<file path="src/rtl/main_ram_arbiter_pkg.sv">
// Shared widths, request payload type and round-robin pointer helper for main_ram_arbiter.
package main_ram_arbiter_pkg;

  localparam int MRA_ADDR_W = 15;
  localparam int MRA_DATA_W = 32;
  localparam int MRA_BE_W   = 4;

  typedef struct packed {
    logic                  write;
    logic [MRA_ADDR_W-1:0] addr;
    logic [MRA_DATA_W-1:0] wrdata;
    logic [MRA_BE_W-1:0]   bytesel;
  } mra_req_t;

  // Pointer advance after granting port g; ports 1..nports-1 form the ring.
  function automatic int rr_next(input int g, input int nports);
    return (g == nports - 1) ? 1 : g + 1;
  endfunction

endpackage

</file>
<file path="src/rtl/main_ram_arbiter_rr_pick.sv">
// Rotating-mask priority encoder: lowest set request at or above start, else lowest set request overall.
module rr_pick #(
  parameter int N  = 4,
  parameter int IW = 2
) (
  input  logic [N-1:0]  req,
  input  logic [IW-1:0] start,
  output logic [N-1:0]  grant,
  output logic [IW-1:0] idx,
  output logic          any
);

  logic [N-1:0] masked_s;
  logic [N-1:0] sel_s;

  // Pick the lowest index in the masked set, falling back to the full set to wrap.
  always_comb begin
    masked_s = req & ({N{1'b1}} << start);
    sel_s    = '0;
    idx      = '0;
    if (|masked_s) begin
      sel_s = masked_s;
    end else begin
      sel_s = req;
    end
    for (int i = N - 1; i >= 0; i--) begin
      idx = sel_s[i] ? IW'(i) : idx;
    end
    any   = |req;
    grant = any ? (N'(1) << idx) : '0;
  end

endmodule

</file>
<file path="src/rtl/main_ram_arbiter.sv">
// Single-port main_ram arbiter: port 0 absolute priority, ports 1..N-1 fixed priority or,
// with MAIN_RAM_ARB_RR_EN defined, round-robin. One access per clk, read data one cycle later.
module main_ram_arbiter
  import main_ram_arbiter_pkg::*;
#(
  parameter int NPORTS = 4
) (
  input  logic                         clk,
  input  logic                         rst_n,
  input  logic [NPORTS-1:0]            req,
  input  logic [NPORTS-1:0]            req_write,
  input  logic [NPORTS*MRA_ADDR_W-1:0] req_addr,
  input  logic [NPORTS*MRA_DATA_W-1:0] req_wrdata,
  input  logic [NPORTS*MRA_BE_W-1:0]   req_bytesel,
  output logic [NPORTS-1:0]            ack,
  output logic [NPORTS-1:0]            rd_valid,
  output logic [MRA_DATA_W-1:0]        rd_data,
  output logic [MRA_ADDR_W-1:0]        bus_addr,
  output logic [MRA_DATA_W-1:0]        bus_wrdata,
  output logic [MRA_BE_W-1:0]          bus_wrbytesel,
  output logic                         bus_write,
  input  logic [MRA_DATA_W-1:0]        bus_rddata
);

  localparam int IW = $clog2(NPORTS);

  if (NPORTS < 2 || NPORTS > 8) begin : g_bad_nports
    $error("main_ram_arbiter: NPORTS must be in 2..8");
  end

  logic [NPORTS-1:0]     cand_s;
  logic [IW-1:0]         start_s;
  logic [NPORTS-1:0]     pick_grant_s;
  logic [IW-1:0]         pick_idx_s;
  logic                  pick_any_s;
  logic [NPORTS-1:0]     gnt_s;
  logic [IW-1:0]         gidx_s;
  logic                  gvld_s;
  mra_req_t              sel_s;
  logic [NPORTS-1:0]     rd_valid_r;
  logic [MRA_ADDR_W-1:0] last_addr_r;

  assign cand_s = {req[NPORTS-1:1], 1'b0};

`ifdef MAIN_RAM_ARB_RR_EN
  logic [IW-1:0] rr_ptr_r;
  assign start_s = rr_ptr_r;

  // Round-robin pointer; port-0 grants leave it where it is.
  always_ff @(posedge clk or negedge rst_n) begin
    if (!rst_n) begin
      rr_ptr_r <= IW'(1);
    end else if (gvld_s && (gidx_s != '0)) begin
      rr_ptr_r <= IW'(rr_next(int'(gidx_s), NPORTS));
    end else begin
      rr_ptr_r <= rr_ptr_r;
    end
  end
`else
  assign start_s = IW'(1);
`endif

  rr_pick #(.N(NPORTS), .IW(IW)) u_rr_pick (
    .req   (cand_s),
    .start (start_s),
    .grant (pick_grant_s),
    .idx   (pick_idx_s),
    .any   (pick_any_s)
  );

  // Grant selection; nothing is granted while reset is held.
  always_comb begin
    gnt_s  = '0;
    gidx_s = '0;
    gvld_s = 1'b0;
    if (!rst_n) begin
      gvld_s = 1'b0;
    end else if (req[0]) begin
      gnt_s  = NPORTS'(1);
      gvld_s = 1'b1;
    end else if (pick_any_s) begin
      gnt_s  = pick_grant_s;
      gidx_s = pick_idx_s;
      gvld_s = 1'b1;
    end else begin
      gvld_s = 1'b0;
    end
  end

  // Payload mux for the granted port.
  always_comb begin
    sel_s = '0;
    for (int i = 0; i < NPORTS; i++) begin
      if (gidx_s == IW'(i)) begin
        sel_s.write   = req_write[i];
        sel_s.addr    = req_addr[i*MRA_ADDR_W +: MRA_ADDR_W];
        sel_s.wrdata  = req_wrdata[i*MRA_DATA_W +: MRA_DATA_W];
        sel_s.bytesel = req_bytesel[i*MRA_BE_W +: MRA_BE_W];
      end else begin
        sel_s = sel_s;
      end
    end
  end

  // Bus drive; an idle cycle is a harmless read of the previous address.
  always_comb begin
    bus_addr      = last_addr_r;
    bus_wrdata    = '0;
    bus_wrbytesel = '0;
    bus_write     = 1'b0;
    if (gvld_s) begin
      bus_addr      = sel_s.addr;
      bus_wrdata    = sel_s.wrdata;
      bus_wrbytesel = sel_s.bytesel;
      bus_write     = sel_s.write;
    end else begin
      bus_write     = 1'b0;
    end
  end

  // Read-return tag and held address; reset drops any read still in flight.
  always_ff @(posedge clk or negedge rst_n) begin
    if (!rst_n) begin
      rd_valid_r  <= '0;
      last_addr_r <= '0;
    end else begin
      rd_valid_r  <= gnt_s & {NPORTS{~sel_s.write}};
      last_addr_r <= bus_addr;
    end
  end

  assign ack      = gnt_s;
  assign rd_valid = rd_valid_r;
  assign rd_data  = bus_rddata;

endmodule

</file>
<file path="config.mk">
export PLATFORM = sky130hd
export DESIGN_NAME = main_ram_arbiter
export DESIGN_NICKNAME = d
export VERILOG_FILES = /design/src/rtl/main_ram_arbiter_pkg.sv /design/src/rtl/main_ram_arbiter_rr_pick.sv /design/src/rtl/main_ram_arbiter.sv
export SDC_FILE = /design/constraint.sdc
export NUM_CORES = 1
export LEC_CHECK = 0
export ABC_CLOCK_PERIOD_IN_PS = 3200
export BUFFER_PORTS_ARGS = -buffer_cell sky130_fd_sc_hd__buf_2
export CAP_MARGIN = 10
export CORE_AREA = 5 5 127 129
export DETAILED_ROUTE_END_ITERATION = 10
export DIE_AREA = 0 0 132 134
export MAX_ROUTING_LAYER = met4
export PLACE_DENSITY_LB_ADDON = 0.08
export SYNTH_ARGS = -nofsm -noshare
export SYNTH_HDL_FRONTEND = slang
export SYNTH_HIERARCHICAL = 1
export SYNTH_SLANG_ARGS = --single-unit
</file>
<file path="constraint.sdc">
create_clock -name clk -period 3.2 [get_ports clk]
set_input_delay 0.32 -clock clk [delete_from_list [all_inputs] [get_ports clk]]
set_output_delay 0.32 -clock clk [all_outputs]
set_load 0.02 [all_outputs]
</file>
# Yosys cells after proc, flatten, opt, wreduce, memory -nomap -nowiden

Index checks and enable logic that the tools add are counted.

Shift-type cells: 1
Equal/unequal tests: 3
Bitwise gates (word level): 2
Multiplexer cells: 20
Reductions and logical operators: 2

Operator list:

| cell                  | count |
|---|---|
| $mux W52              | 4 |
| $mux W32              | 1 |
| $mux W4               | 4 |
| $mux W15              | 1 |
| $mux W2               | 6 |
| $and A4 B4 Y4         | 1 |
| $eq A2 B2 Y1 const B  | 2 |
| $mux W1               | 4 |
| $shl A1 B2 Y4 const A | 1 |
| $reduce_or A3 Y1      | 1 |
| $eq A2 B1 Y1 const B  | 1 |
| $logic_not A2 Y1      | 1 |
| $not A1 Y1            | 1 |

Register bits: 19

# Logic depth before layout (Yosys ltp)

Gate-level depths: netlist (run 1).

Depth in word-level cells: 13
Gate-level depth with buffers: 11
Depth with buffers taken out: 7

# Cells and area by module

Netlist (run 1), hierarchy kept.

By module, submodules not included:

| module           | seq. area each (sq um) | cells each | area an instance (sq um) | times used |
|---|---|---|---|---|
| main_ram_arbiter | 475.5                  | 458        | 3230.6                   | 1 |
| rr_pick          | 0.0                    | 29         | 196.4                    | 1 |

# Worst setup path before layout (run 1)

Ideal clock, no wire load.

Path type: input port to output port
Start point: in req[3]
End point: out bus_wrdata[31]
Stages: 7
Path buffers: 2
Arrival time: 2.273 ns
Slack: 0.607 ns
Required time: 2.880 ns
Cell sequence: buf_4 or4_1 and3b_1 buf_4 a31oi_1 nor2_1 a2111oi_1

Elaborated cells on any way between the ends: 19
Those cells by class: eq/ne (3); mux (14); reduce/logical (2)

RTL lines:

| item                  | line                           | RTL |
|---|---|---|
| from (decl)           | main_ram_arbiter.sv:10         | `input logic [NPORTS-1:0] req,` |
| $reduce_or A3 Y1 *    | main_ram_arbiter_rr_pick.sv:29 | `any = \|req;` |
| net pick_any_s        | main_ram_arbiter.sv:35         | `logic pick_any_s;` |
| $mux W2               | main_ram_arbiter.sv:81         | `end else if (pick_any_s) begin` |
| $mux W2               | main_ram_arbiter.sv:78         | `end else if (req[0]) begin` |
| $mux W2               | main_ram_arbiter.sv:76         | `if (!rst_n) begin` |
| $logic_not A2 Y1      | main_ram_arbiter.sv:94         | `if (gidx_s == IW'(i)) begin` |
| $mux W52 (4 in a row) | main_ram_arbiter.sv:94         |  |
| $mux W32 *            | main_ram_arbiter.sv:111        | `if (gvld_s) begin` |
| to (decl)             | main_ram_arbiter.sv:19         | `output logic [MRA_DATA_W-1:0] bus_wrdata,` |

The timed path passes the listed nets; every way through them passes the cells marked *.

# Final worst setup path (run 1)

Start point: in req[1]
End point: out bus_addr[10]

Longest elaborated chain between the ends: 10
Elaborated cells on any way between the ends: 17
Those cells by class: eq/ne (3); mux (12); reduce/logical (2)

Ends and longest elaborated chain:

| item                  | line                           | RTL |
|---|---|---|
| $reduce_or A3 Y1 *    | main_ram_arbiter_rr_pick.sv:29 |  |
| net pick_any_s        | main_ram_arbiter.sv:35         |  |
| $mux W2               | main_ram_arbiter.sv:81         |  |
| $mux W2               | main_ram_arbiter.sv:78         |  |
| $mux W2               | main_ram_arbiter.sv:76         |  |
| $logic_not A2 Y1      | main_ram_arbiter.sv:94         |  |
| $mux W52 (4 in a row) | main_ram_arbiter.sv:94         |  |
| $mux W15 *            | main_ram_arbiter.sv:111        |  |
| to (decl)             | main_ram_arbiter.sv:18         | `output logic [MRA_ADDR_W-1:0] bus_addr,` |

Marked as above.

==> results by group, run 1 <==
Run status
  – Status: complete, no violations

Route
  – Pre-Repair DR Iteration Count: 5
  – Drt wl/cell: 19.6 µm
  – Via count: 4699
  – Routed vias/inst: 5.16
  – Drt total wl: 17800 µm
  – Post-route DRC: 0
  – Antenna viol nets, final: 0
  – DR iter-0 viols: 256

Place
  – Gpl congestion: 0.825
  – Area after DPL: 4760 µm²
  – Dpl hpwl: 14500 µm
  – Port buffer count: 273

Synthesis
  – Seq/Total Area, Yosys: 13.9%
  – Async set-reset flop share out of synthesis: 100%
  – Count leader, synth: o21ai_0
  – #FFs+latches synth: 19
  – Largest area contributor in the netlist: dfrtp_1
  – Synth Cell Area: 3430 µm²
  – Avg Inst Size Synth: 7.04 µm²
  – Commonest cells post-synth: o21ai_0, nor2_1, buf_4
  – Ys flop type: dfrtp_1
  – Largest cells by area after synthesis: dfrtp_1, o21ai_0, buf_4, a21oi_1, o22a_1
  – Syn. warnings: 6
  – Post-synth EDFFs: 0
  – Yosys cell types: 59
  – Cell count after synthesis: 487
  – Synth top area share: 13.9%

Clocking
  – Hold-fix buffers, CTS: 0
  – CTS resizes: 0
  – Later-pin clock latency in the skew report: 0.25 ns
  – Clk root buf: clkbuf_16
  – Post-CTS setup buffer count: 0
  – Clk sinks: 19
  – Num CTS Buffers: 3
  – CTS tree: built
  – CTS Buffer Depth: 2
  – H-tree levels: 1
  – Clk slew on worst S/H paths: 0.06 ns

Hold path
  – Hold crit path type: primary input to asynchronous set/reset pin

STA
  – Max Slew Vio Count: 0
  – Slew @ Worst Pin: 0.615 ns
  – Count of final hold-check violations: 0
  – RSZ-0062 raised after global routing: no
  – Setup violations, final: 0
  – Max Clock Skew: 0 ns
  – Setup TNS: 0 ns
  – Relative slew slack: 58.7%
  – Fin crit period: 2.78 ns
  – Fmax: 360 MHz
  – Tcrit/Tclk final: 86.8%

GRT
  – First-pass GRT wire length: 27400 µm
  – Total Routing Usage GR: 19.4%
  – Vias in the first global route: 4932
  – GRT overflow: 0
  – Initial antenna violation count: 1
  – Largest net degree at the start of global routing: 34

Worst setup path
  – CP arrival: 2.46 ns
  – Worst setup SP type: primary input
  – CP Max Fanout: 8
  – Worst Setup Path Type: primary input to output port
  – Crit end category: output port
  – Critical Path RT: 2.88 ns

Floorplan
  – IO Count: 338
  – Die Area: 17700 µm²
  – Die height: 134 µm
  – Total number of placement rows: 45
  – CORE AREA: 14900 µm²
  – Effective utilization at floorplan: 23.0%
  – Die width: 132 µm

Final layout
  – Design area: 4850 µm²
  – Synth-to-layout area growth: 41.4%
  – Fraction of layout cells with a size suffix above 1: 46.0%
  – Layout net count: 968
  – Layout fillers: 1675
  – Storage element area: 475 µm²
  – Multi-input logic area: 2440 µm²

Pwr
  – Pwr Density: 274 nW/µm²
  – IR drop worst, VDD: 0.000179 V
  – Leak: 2.33 nW

Job
  – Max-cap violations: 0
metrics by stage:
stage / setup WS, ns / hold WS (ns) / std cells / utilization [%] / total power [mW]
6_report: 0.424 / 0.277 / 910 / 32.5 / 1.33
5_1_grt: 0.233 / 0.314 / 910 / 32.5 / 1.43
4_1_cts: 0.377 / 0.283 / 909 / 32.5 / 1.34
3_5_place_dp: 0.382 / 0.493 / 905 / 31.9 / 1.07
3_3_place_gp: 0.382 / 0.500 / 905 / 31.9 / 1.06
2_1_floorplan: 0.607 / 0.0244 / 500 / - / 0.800
layout make-up:
cell class | instances | share of cell area (%)
Antenna cell | 1 | 0.0516
Sequential cell | 19 | 9.81
Multi-Input combinational cell | 384 | 50.4
Clock buffer | 3 | 1.55
Clock inverter | 1 | 0.103
Inverter | 17 | 1.32
Timing Repair Buffer | 297 | 31.9
Tap cell | 188 | 4.85
cells in the final DEF (no fill, tap or decap), drive strengths merged, types with 2 or more instances in the layout:
| cell | synthesis | final |
|---|---|---|
| a2111oi | 3 | 3 |
| a21oi | 37 | 37 |
| a221oi | 4 | 4 |
| a22oi | 11 | 11 |
| a31oi | 5 | 5 |
| and2 | 9 | 9 |
| and3 | 2 | 2 |
| and3b | 2 | 2 |
| and4b | 2 | 2 |
| buf | 65 | 297 |
| clkbuf | 15 | 3 |
| conb | 2 | 15 |
| dfrtp | 19 | 19 |
| inv | 17 | 17 |
| nand2 | 24 | 24 |
| nand2b | 4 | 4 |
| nand3 | 8 | 8 |
| nand4b | 2 | 2 |
| nor2 | 48 | 48 |
| nor2b | 7 | 7 |
| nor3 | 14 | 14 |
| nor3b | 5 | 5 |
| o211ai | 18 | 18 |
| o21a | 15 | 15 |
| o21ai | 69 | 69 |
| o221ai | 13 | 13 |
| o22a | 19 | 19 |
| o22ai | 6 | 6 |
| o2bb2ai | 16 | 16 |
| o31ai | 14 | 14 |
registers in the layout, summed over array words and instances (netlist names):
signal / count
rd_valid: 4
last_addr_r: 15
routing by layer:
layer  vias to the layer above  wire, µm  GRT usage [%]
met3                        34      1120           2.55
met2                       236      9090           33.7
met4                         0       508           5.60
li1                       2248         -              -
met1                      2181      7080           23.5
met5                         -         0              -
worst paths after layout:
| check | startpoint | endpoint | slack, ns | depth (start not counted) |
|---|---|---|---|---|
| hold reg to reg | last_addr_r[9]$_DFF_PN0_ | last_addr_r[9]$_DFF_PN0_ | 0.51 | 2 |
| min in group clk | req_addr[47] | last_addr_r[2]$_DFF_PN0_ | 0.38 | 3 |
| setup / recovery | req[1] | bus_addr[10] | 0.42 | 7 |
| hold / removal | rst_n | last_addr_r[0]$_DFF_PN0_ | 0.28 | 2 |
| setup reg to reg | last_addr_r[12]$_DFF_PN0_ | last_addr_r[12]$_DFF_PN0_ | 2.40 | 2 |
| max in group asynchronous | rst_n | last_addr_r[5]$_DFF_PN0_ | 2.67 | 2 |
critical path, cell delays in order:
cell      delay, ns
buf_2          0.14
or4_1          0.61
and4b_1        0.26
nand2b_1       0.32
o21ai_0        0.14
o31ai_1        0.42
buf_2          0.26
where the power goes:
group / switching [mW] / leakage (nW) / internal, mW
clock: 0.0974 / 0.0409 / 0.168
sequential: 0.00768 / 0.235 / 0.269
combinational: 0.469 / 2.05 / 0.316
logic make-up (layout without fill, tap and decap cells):
logic type | after synthesis | after routing | share of synthesized area [%]
and+or+nand+nor | 131 | 131 | 20.0
buffers and inverters | 97 | 318 | 16.8
other | 2 | 16 | 0.219
AOI/OAI and AO/OA | 237 | 237 | 48.7
muxes | 1 | 1 | 0.292
DFF | 19 | 19 | 13.9
Note: power is estimated with default switching activity, not from simulation.
==> run 2: changes to the inputs <==
- CORE_AREA: 5 5 127 129 -> 5 5 129 131
- CTS_BUF_LIST: unset -> sky130_fd_sc_hd__clkbuf_8
- DIE_AREA: 0 0 132 134 -> 0 0 134 136
- GPL_TIMING_DRIVEN: unset -> 0
==> run 2 against run 1 <==
Against the previous run: the flow now finishes with violations (negative hold slack); clock power down 30%; register-to-register slack worse by 0.02 ns; maximum frequency decreased by 7.8%; first-iteration DRC count fell by 15%; critical path type unchanged; largest power group unchanged.
==> results by group, run 2 (same netlist as run 1, synthesis figures left out) <==
Worst setup path
  – R2R Path End: last_addr_r[12]$_DFF_PN0_ (unchanged)
  – CP cell instances: buf_2 -> buf_4 -> or4_1 -> buf_4 -> nand4b_1 -> buf_1 -> o221ai_1 -> a21oi_1 -> buf_2 (was buf_2 -> or4_1 -> and4b_1 -> nand2b_1 -> o21ai_0 -> o31ai_1 -> buf_2)
  – CP Max Fanout: 10 (was 8)
  – RR Startpoint: last_addr_r[12]$_DFF_PN0_ (unchanged)
  – CP arrival: 2.69 ns (was 2.46 ns)
  – Reg2reg setup slack: 2.38 ns (was 2.40 ns)
  – Slowest Stage Delay on Critical Path: 0.60 ns (was 0.61 ns)
  – Worst setup SP type: primary input (unchanged)
  – FF-to-FF path depth: 2 (unchanged)
  – Worst Setup Path Type: primary input to output port (unchanged)
  – CP max stage cell: buf_1 (was or4_1)
  – Critical Path RT: 2.88 ns (about the same)
  – Crit end category: output port (unchanged)

Final layout
  – Fraction of layout cells with a size suffix above 1: 49.6% (was 46.0%)
  – Antenna diodes: 0 (was 1)
  – Largest register FFs: 15 (unchanged)
  – Commonest non-fill, non-tap cells in the layout: buf_2, o21ai_0, nor2_1 (unchanged)
  – Most common cell after layout, fill and taps aside: buf_2 (unchanged)
  – Non-Filler Instances: 1001 (was 910)
  – Reg with most FFs: last_addr_r (unchanged)
  – Layout fillers: 1745 (was 1675)
  – Design area: 5290 µm² (was 4850 µm²)
  – Synth-to-layout area growth: 54.4% (was 41.4%)
  – Layout net count: 1056 (was 968)

Clocking
  – Later-pin clock latency in the skew report: 0.25 ns (about the same)
  – CTS tree: built (unchanged)
  – CTS resizes: 0 (unchanged)
  – CTS Buffer Depth: 2 (unchanged)
  – Post-CTS setup buffer count: 0 (unchanged)
  – Num CTS Buffers: 3 (unchanged)
  – H-tree levels: 1 (unchanged)
  – Clk root buf: clkbuf_8 (was clkbuf_16)
  – Hold-fix buffers, CTS: 0 (unchanged)
  – Clk slew on worst S/H paths: 0.10 ns (was 0.06 ns)
  – Clk sinks: 19 (unchanged)

Pwr
  – Pwr Density: 253 nW/µm² (was 274 nW/µm²)
  – IR drop worst, VDD: 0.000136 V (was 0.000179 V)
  – Pwr Total: 1.34 mW (was 1.33 mW)
  – Leak: 2.63 nW (was 2.33 nW)

Floorplan
  – IO Count: 338 (unchanged)
  – Effective utilization at floorplan: 22.1% (was 23.0%)
  – Die height: 136 µm (was 134 µm)
  – Total number of placement rows: 46 (was 45)
  – CORE AREA: 15500 µm² (was 14900 µm²)
  – Die width: 134 µm (was 132 µm)
  – Die Area: 18200 µm² (was 17700 µm²)

STA
  – Worst hold slack: -0.00722 ns (was 0.277 ns)
  – RSZ-0062 raised after global routing: no (unchanged)
  – Fin crit period: 3.01 ns (was 2.78 ns)
  – Relative slew slack: 49.7% (was 58.7%)
  – Setup TNS: 0 ns (unchanged)
  – Fmax: 332 MHz (was 360 MHz)
  – Count of final hold-check violations: 12 (was 0)
  – Slew @ Worst Pin: 0.754 ns (was 0.615 ns)
  – Setup violations, final: 0 (unchanged)
  – Max Slew Vio Count: 0 (unchanged)
  – Tcrit/Tclk final: 94.1% (was 86.8%)
  – Max Clock Skew: 0 ns (unchanged)

Route
  – Post-route DRC: 0 (unchanged)
  – DR iter-0 viols: 217 (was 256)
  – Via count: 5099 (was 4699)
  – Routed vias/inst: 5.09 (was 5.16)
  – Antenna viol nets, final: 0 (unchanged)
  – Drt wl/cell: 19.3 µm (was 19.6 µm)
  – Drt total wl: 19300 µm (was 17800 µm)
  – Pre-Repair DR Iteration Count: 5 (unchanged)

GRT
  – GRT overflow: 0 (unchanged)
  – Vias in the first global route: 5225 (was 4932)
  – First-pass GRT wire length: 28200 µm (was 27400 µm)
  – Largest net degree at the start of global routing: 21 (was 34)
  – Initial antenna violation count: 0 (was 1)
  – Total Routing Usage GR: 20.1% (was 19.4%)

Hold path
  – Hold crit path type: primary input to asynchronous set/reset pin (unchanged)

Job
  – Max-cap violations: 0 (unchanged)

Place
  – Port buffer count: 305 (was 273)
  – Gpl congestion: 0.873 (was 0.825)
  – Area after DPL: 5240 µm² (was 4760 µm²)
  – Dpl hpwl: 16300 µm (was 14500 µm)
  – Placed Instances: 997 (was 905)

Run status
  – Status: finished, violations left (was complete, no violations)
  – Violated checks: negative hold slack
==> run 2: power breakdown <==
| group | leakage (nW) | total, mW | switching (mW) | internal, mW |
|---|---|---|---|---|
| Clock | 0.0217 | 0.185 | 0.0965 | 0.0881 |
| Combinational | 2.37 | 0.880 | 0.521 | 0.359 |
| Sequential | 0.235 | 0.277 | 0.00776 | 0.269 |
==> run 2: worst max-delay path, delay by kind of cell <==
family	cells	cell delay, ns
buffers and inverters	5	1.27
and+or+nand+nor	2	0.63
AOI/OAI and AO/OA	2	0.46
==> run 2: layout make-up <==
type / instances / area (µm²) / share of cell area, %
Multi-Input combinational cell: 384 / 2420 / 45.8
Timing Repair Buffer: 305 / 1530 / 28.8
Buffer: 80 / 513 / 9.69
Sequential cell: 19 / 475 / 8.99
Tap cell: 192 / 240 / 4.54
Inverter: 17 / 63.8 / 1.21
Clock buffer: 3 / 41.3 / 0.780
Clock inverter: 1 / 7.51 / 0.142
==> run 2: through the flow <==
step	worst slack, ns	utilization, %	hold slack [ns]
CTS	0.207	34.2	0.0169
global placement	0.204	33.9	0.309
floorplan	0.607	-	0.0244
finish	0.187	34.2	-0.00722
detailed placement	0.208	33.9	0.319
global route	0.00418	34.2	0.0329
==> run 2: worst max path at each step <==
stage	from	endpoint	slack [ns]	cells after the start
finish	req[3]	bus_wrdata[7]	0.19	9
global route	req[3]	bus_addr[9]	0.004	10
CTS	req[3]	bus_wrdata[7]	0.21	9
detailed placement	req[1]	bus_addr[12]	0.21	8
global placement	req[3]	bus_addr[1]	0.20	9
floorplan	req[3]	bus_wrdata[31]	0.61	7
==> run 2: layer usage <==
metal / share of wire [%] / GRT usage (%)
met5: 0 / -
met4: 1.1 / 3.43
met3: 6.3 / 2.00
met2: 52 / 36.6
met1: 40 / 24.3
==> run 3: changes to the inputs <==
- ABC_AREA: unset -> 1
- CORE_AREA: 5 5 129 131 -> 5 5 128 130
- DIE_AREA: 0 0 134 136 -> 0 0 133 135
==> run 3 against run 2 <==
Against the previous run: the flow now finishes without violations; register-to-register slack better by 0.18 ns; count of clock-buffer cells in the layout unchanged; sequential power down 1%; clock skew unchanged.
==> results by group, run 3 <==
Worst setup path
  – CP top delay family: simple AND/OR/NAND/NOR gates (was buffers and inverters)
  – CP cell instances: buf_2 -> nand2_2 -> nand3_1 -> nand2_2 -> inv_1 -> nand2_1 -> inv_2 -> nand2_2 -> clkbuf_1 -> nand3_1 -> nand4_1 -> nand2_1 -> nand2_1 -> buf_2 (was buf_2 -> buf_4 -> or4_1 -> buf_4 -> nand4b_1 -> buf_1 -> o221ai_1 -> a21oi_1 -> buf_2)
  – CP arrival: 2.56 ns (was 2.69 ns)
  – Critical path buffer and inverter count: 5 (unchanged)
  – CP Max Fanout: 10 (unchanged)
  – Crit end category: output port (unchanged)
  – CP max stage cell: clkbuf_1 (was buf_1)
  – Worst setup SP type: primary input (unchanged)
  – Slowest Stage Delay on Critical Path: 0.53 ns (was 0.60 ns)
  – Worst Setup Path Type: primary input to output port (unchanged)
  – Critical Path RT: 2.88 ns (about the same)

Place
  – Gpl congestion: 0.869 (was 0.873)
  – Port buffer count: 305 (unchanged)
  – Dpl hpwl: 14800 µm (was 16300 µm)

Final layout
  – Fraction of layout cells with a size suffix above 1: 43.3% (was 49.6%)
  – Layout net count: 1107 (was 1056)
  – Synth-to-layout area growth: 62.9% (was 54.4%)
  – Largest register FFs: 15 (unchanged)
  – Reg with most FFs: last_addr_r (unchanged)
  – Antenna diodes: 0 (unchanged)
  – Commonest non-fill, non-tap cells in the layout: buf_2, nand2_1, inv_1 (was buf_2, o21ai_0, nor2_1)
  – Most common cell after layout, fill and taps aside: buf_2 (unchanged)
  – Layout fillers: 1785 (was 1745)

STA
  – Relative slew slack: 57.8% (was 49.7%)
  – RSZ-0062 raised after global routing: no (unchanged)
  – Tcrit/Tclk final: 90.0% (was 94.1%)
  – Worst hold slack: 0.00591 ns (was -0.00722 ns)
  – Setup TNS: 0 ns (unchanged)
  – Count of final hold-check violations: 0 (was 12)
  – Slew @ Worst Pin: 0.633 ns (was 0.754 ns)
  – Fmax: 347 MHz (was 332 MHz)
  – Max Slew Vio Count: 0 (unchanged)
  – Fin crit period: 2.88 ns (was 3.01 ns)
  – Max Clock Skew: 0 ns (unchanged)
  – Setup violations, final: 0 (unchanged)

Pwr
  – Pwr Density: 245 nW/µm² (was 253 nW/µm²)
  – IR drop worst, VDD: 0.000111 V (was 0.000136 V)
  – Leak: 2.87 nW (was 2.63 nW)

Synthesis
  – Yosys cell types: 24 (was 59)
  – #FFs+latches synth: 19 (unchanged)
  – Post-synth EDFFs: 0 (unchanged)
  – Largest cells by area after synthesis: nand2_1, dfrtp_1, a21oi_1, o21ai_0, inv_1 (was dfrtp_1, o21ai_0, buf_4, a21oi_1, o22a_1)
  – Async set-reset flop share out of synthesis: 100% (unchanged)
  – Largest area contributor in the netlist: nand2_1 (was dfrtp_1)
  – Synth Cell Area: 2920 µm² (was 3430 µm²)
  – Commonest cells post-synth: nand2_1, inv_1, a21oi_1, o21ai_0, nand3_1 (was o21ai_0, nor2_1, buf_4)
  – Cell count after synthesis: 545 (was 487)
  – Syn. warnings: 6 (unchanged)
  – Synth top area share: 17.5% (was 13.9%)
  – Count leader, synth: nand2_1 (was o21ai_0)
  – Ys flop type: dfrtp_1 (unchanged)
  – Avg Inst Size Synth: 5.35 µm² (was 7.04 µm²)
  – Seq/Total Area, Yosys: 16.3% (was 13.9%)

Floorplan
  – Die height: 135 µm (was 136 µm)
  – CORE AREA: 15000 µm² (was 15500 µm²)
  – Die Area: 18000 µm² (was 18200 µm²)
  – Effective utilization at floorplan: 19.4% (was 22.1%)
  – Die width: 133 µm (was 134 µm)
  – Total number of placement rows: 45 (was 46)
  – IO Count: 338 (unchanged)

Clocking
  – Hold-fix buffers, CTS: 0 (unchanged)
  – Post-CTS setup buffer count: 0 (unchanged)
  – CTS tree: built (unchanged)
  – Clk root buf: clkbuf_8 (unchanged)
  – H-tree levels: 1 (unchanged)
  – Clk slew on worst S/H paths: 0.09 ns (was 0.10 ns)
  – Later-pin clock latency in the skew report: 0.28 ns (was 0.25 ns)
  – Clk sinks: 19 (unchanged)
  – CTS resizes: 0 (unchanged)
  – CTS Buffer Depth: 2 (unchanged)
  – Num CTS Buffers: 3 (unchanged)

Hold path
  – Hold crit path type: primary input to asynchronous set/reset pin (unchanged)

GRT
  – Total Routing Usage GR: 18.6% (was 20.1%)
  – First-pass GRT wire length: 25400 µm (was 28200 µm)
  – Vias in the first global route: 4774 (was 5225)
  – Largest net degree at the start of global routing: 22 (was 21)
  – Initial antenna violation count: 0 (unchanged)
  – GRT overflow: 0 (unchanged)

Route
  – DR iter-0 viols: 148 (was 217)
  – Drt total wl: 17200 µm (was 19300 µm)
  – Pre-Repair DR Iteration Count: 4 (was 5)
  – Via count: 4537 (was 5099)
  – Routed vias/inst: 4.33 (was 5.09)
  – Antenna viol nets, final: 0 (unchanged)
  – Post-route DRC: 0 (unchanged)
  – Drt wl/cell: 16.5 µm (was 19.3 µm)

Job
  – Max-cap violations: 0 (unchanged)

Run status
  – Status: complete, no violations (was finished, violations left)
run 3: cell count changes after synthesis, moves of 11 or more:
cell	previous run	this run
inv_1	17	69
nand2_1	23	136
a21oi_1	37	57
nand3_1	8	47
a22oi_1	11	0
o21ai_1	3	17
o22a_1	19	0
o21a_1	14	0
o2bb2ai_1	16	0
o211ai_1	18	1
run 3: through the flow:
| step | total power [mW] | cell area [µm²] | util, % | setup slack [ns] | instances |
|---|---|---|---|---|---|
| 2_1_floorplan | 0.669 | 2940 | - | 0.982 | 551 |
| 3_3_place_gp | 0.989 | 4700 | 31.3 | 0.163 | 1044 |
| 3_5_place_dp | 0.988 | 4700 | 31.3 | 0.158 | 1044 |
| 4_1_cts | 1.19 | 4750 | 31.6 | 0.157 | 1048 |
| 5_1_grt | 1.26 | 4750 | 31.6 | 0.0554 | 1048 |
| 6_report | 1.16 | 4750 | 31.6 | 0.321 | 1048 |
run 3: power breakdown:
| group | total (mW) | leakage (nW) | internal, mW | switching (mW) |
|---|---|---|---|---|
| clock network | 0.191 | 0.0255 | 0.0874 | 0.104 |
| logic | 0.700 | 2.61 | 0.276 | 0.425 |
| registers | 0.273 | 0.237 | 0.267 | 0.00634 |
run 3: kinds of logic (layout without fill, tap and decap cells):
group	after synthesis	in the layout	share of synthesized area, %
AOI/OAI and AO/OA	133	133	23.0
DFF	19	19	16.3
other	2	8	0.257
buffers and inverters	138	447	22.5
and+or+nand+nor	253	253	37.9
run 3: routing by layer:
layer | routed length [µm] | global-route usage (%) | up-vias | share of wire, %
li1 | - | - | 2335 | -
met1 | 6950 | 20.7 | 1966 | 40
met2 | 8900 | 34.8 | 224 | 52
met3 | 1180 | 3.32 | 12 | 6.8
met4 | 210 | 3.70 | 0 | 1.2
met5 | 0 | - | - | 0
run 3: worst register-to-register path, cell delays in order, from the launching register on:
cell and delay, ns:
dfrtp_1 0.37, nor2_1 0.09, nor2_1 0.08
run 3: layout make-up:
type                    count  area (µm²)  share of cell area (%)
inverters                  75         282                    5.93
clock inverters             1        5.00                   0.105
well taps                 188         235                    4.95
multi-input cells         394        1810                    38.1
clock buffers               3        41.3                   0.869
flip-flops and latches     19         475                    10.0
repair buffers            305        1530                    32.1
plain buffers              63         377                    7.93
run 3: final timing paths:
check                                         start                        end  slack, ns  depth (start not counted)
hold reg to reg            last_addr_r[4]$_DFF_PN0_   last_addr_r[4]$_DFF_PN0_       0.48                          2
max in group asynchronous                     rst_n      rd_valid[0]$_DFF_PN0_       2.83                          1
setup reg to reg           last_addr_r[3]$_DFF_PN0_   last_addr_r[3]$_DFF_PN0_       2.56                          2
hold / removal                                rst_n  last_addr_r[10]$_DFF_PN0_      0.006                          1
setup / recovery                             req[1]                bus_addr[2]       0.32                         14
min in group clk                        req_addr[0]   last_addr_r[0]$_DFF_PN0_       0.36                          5
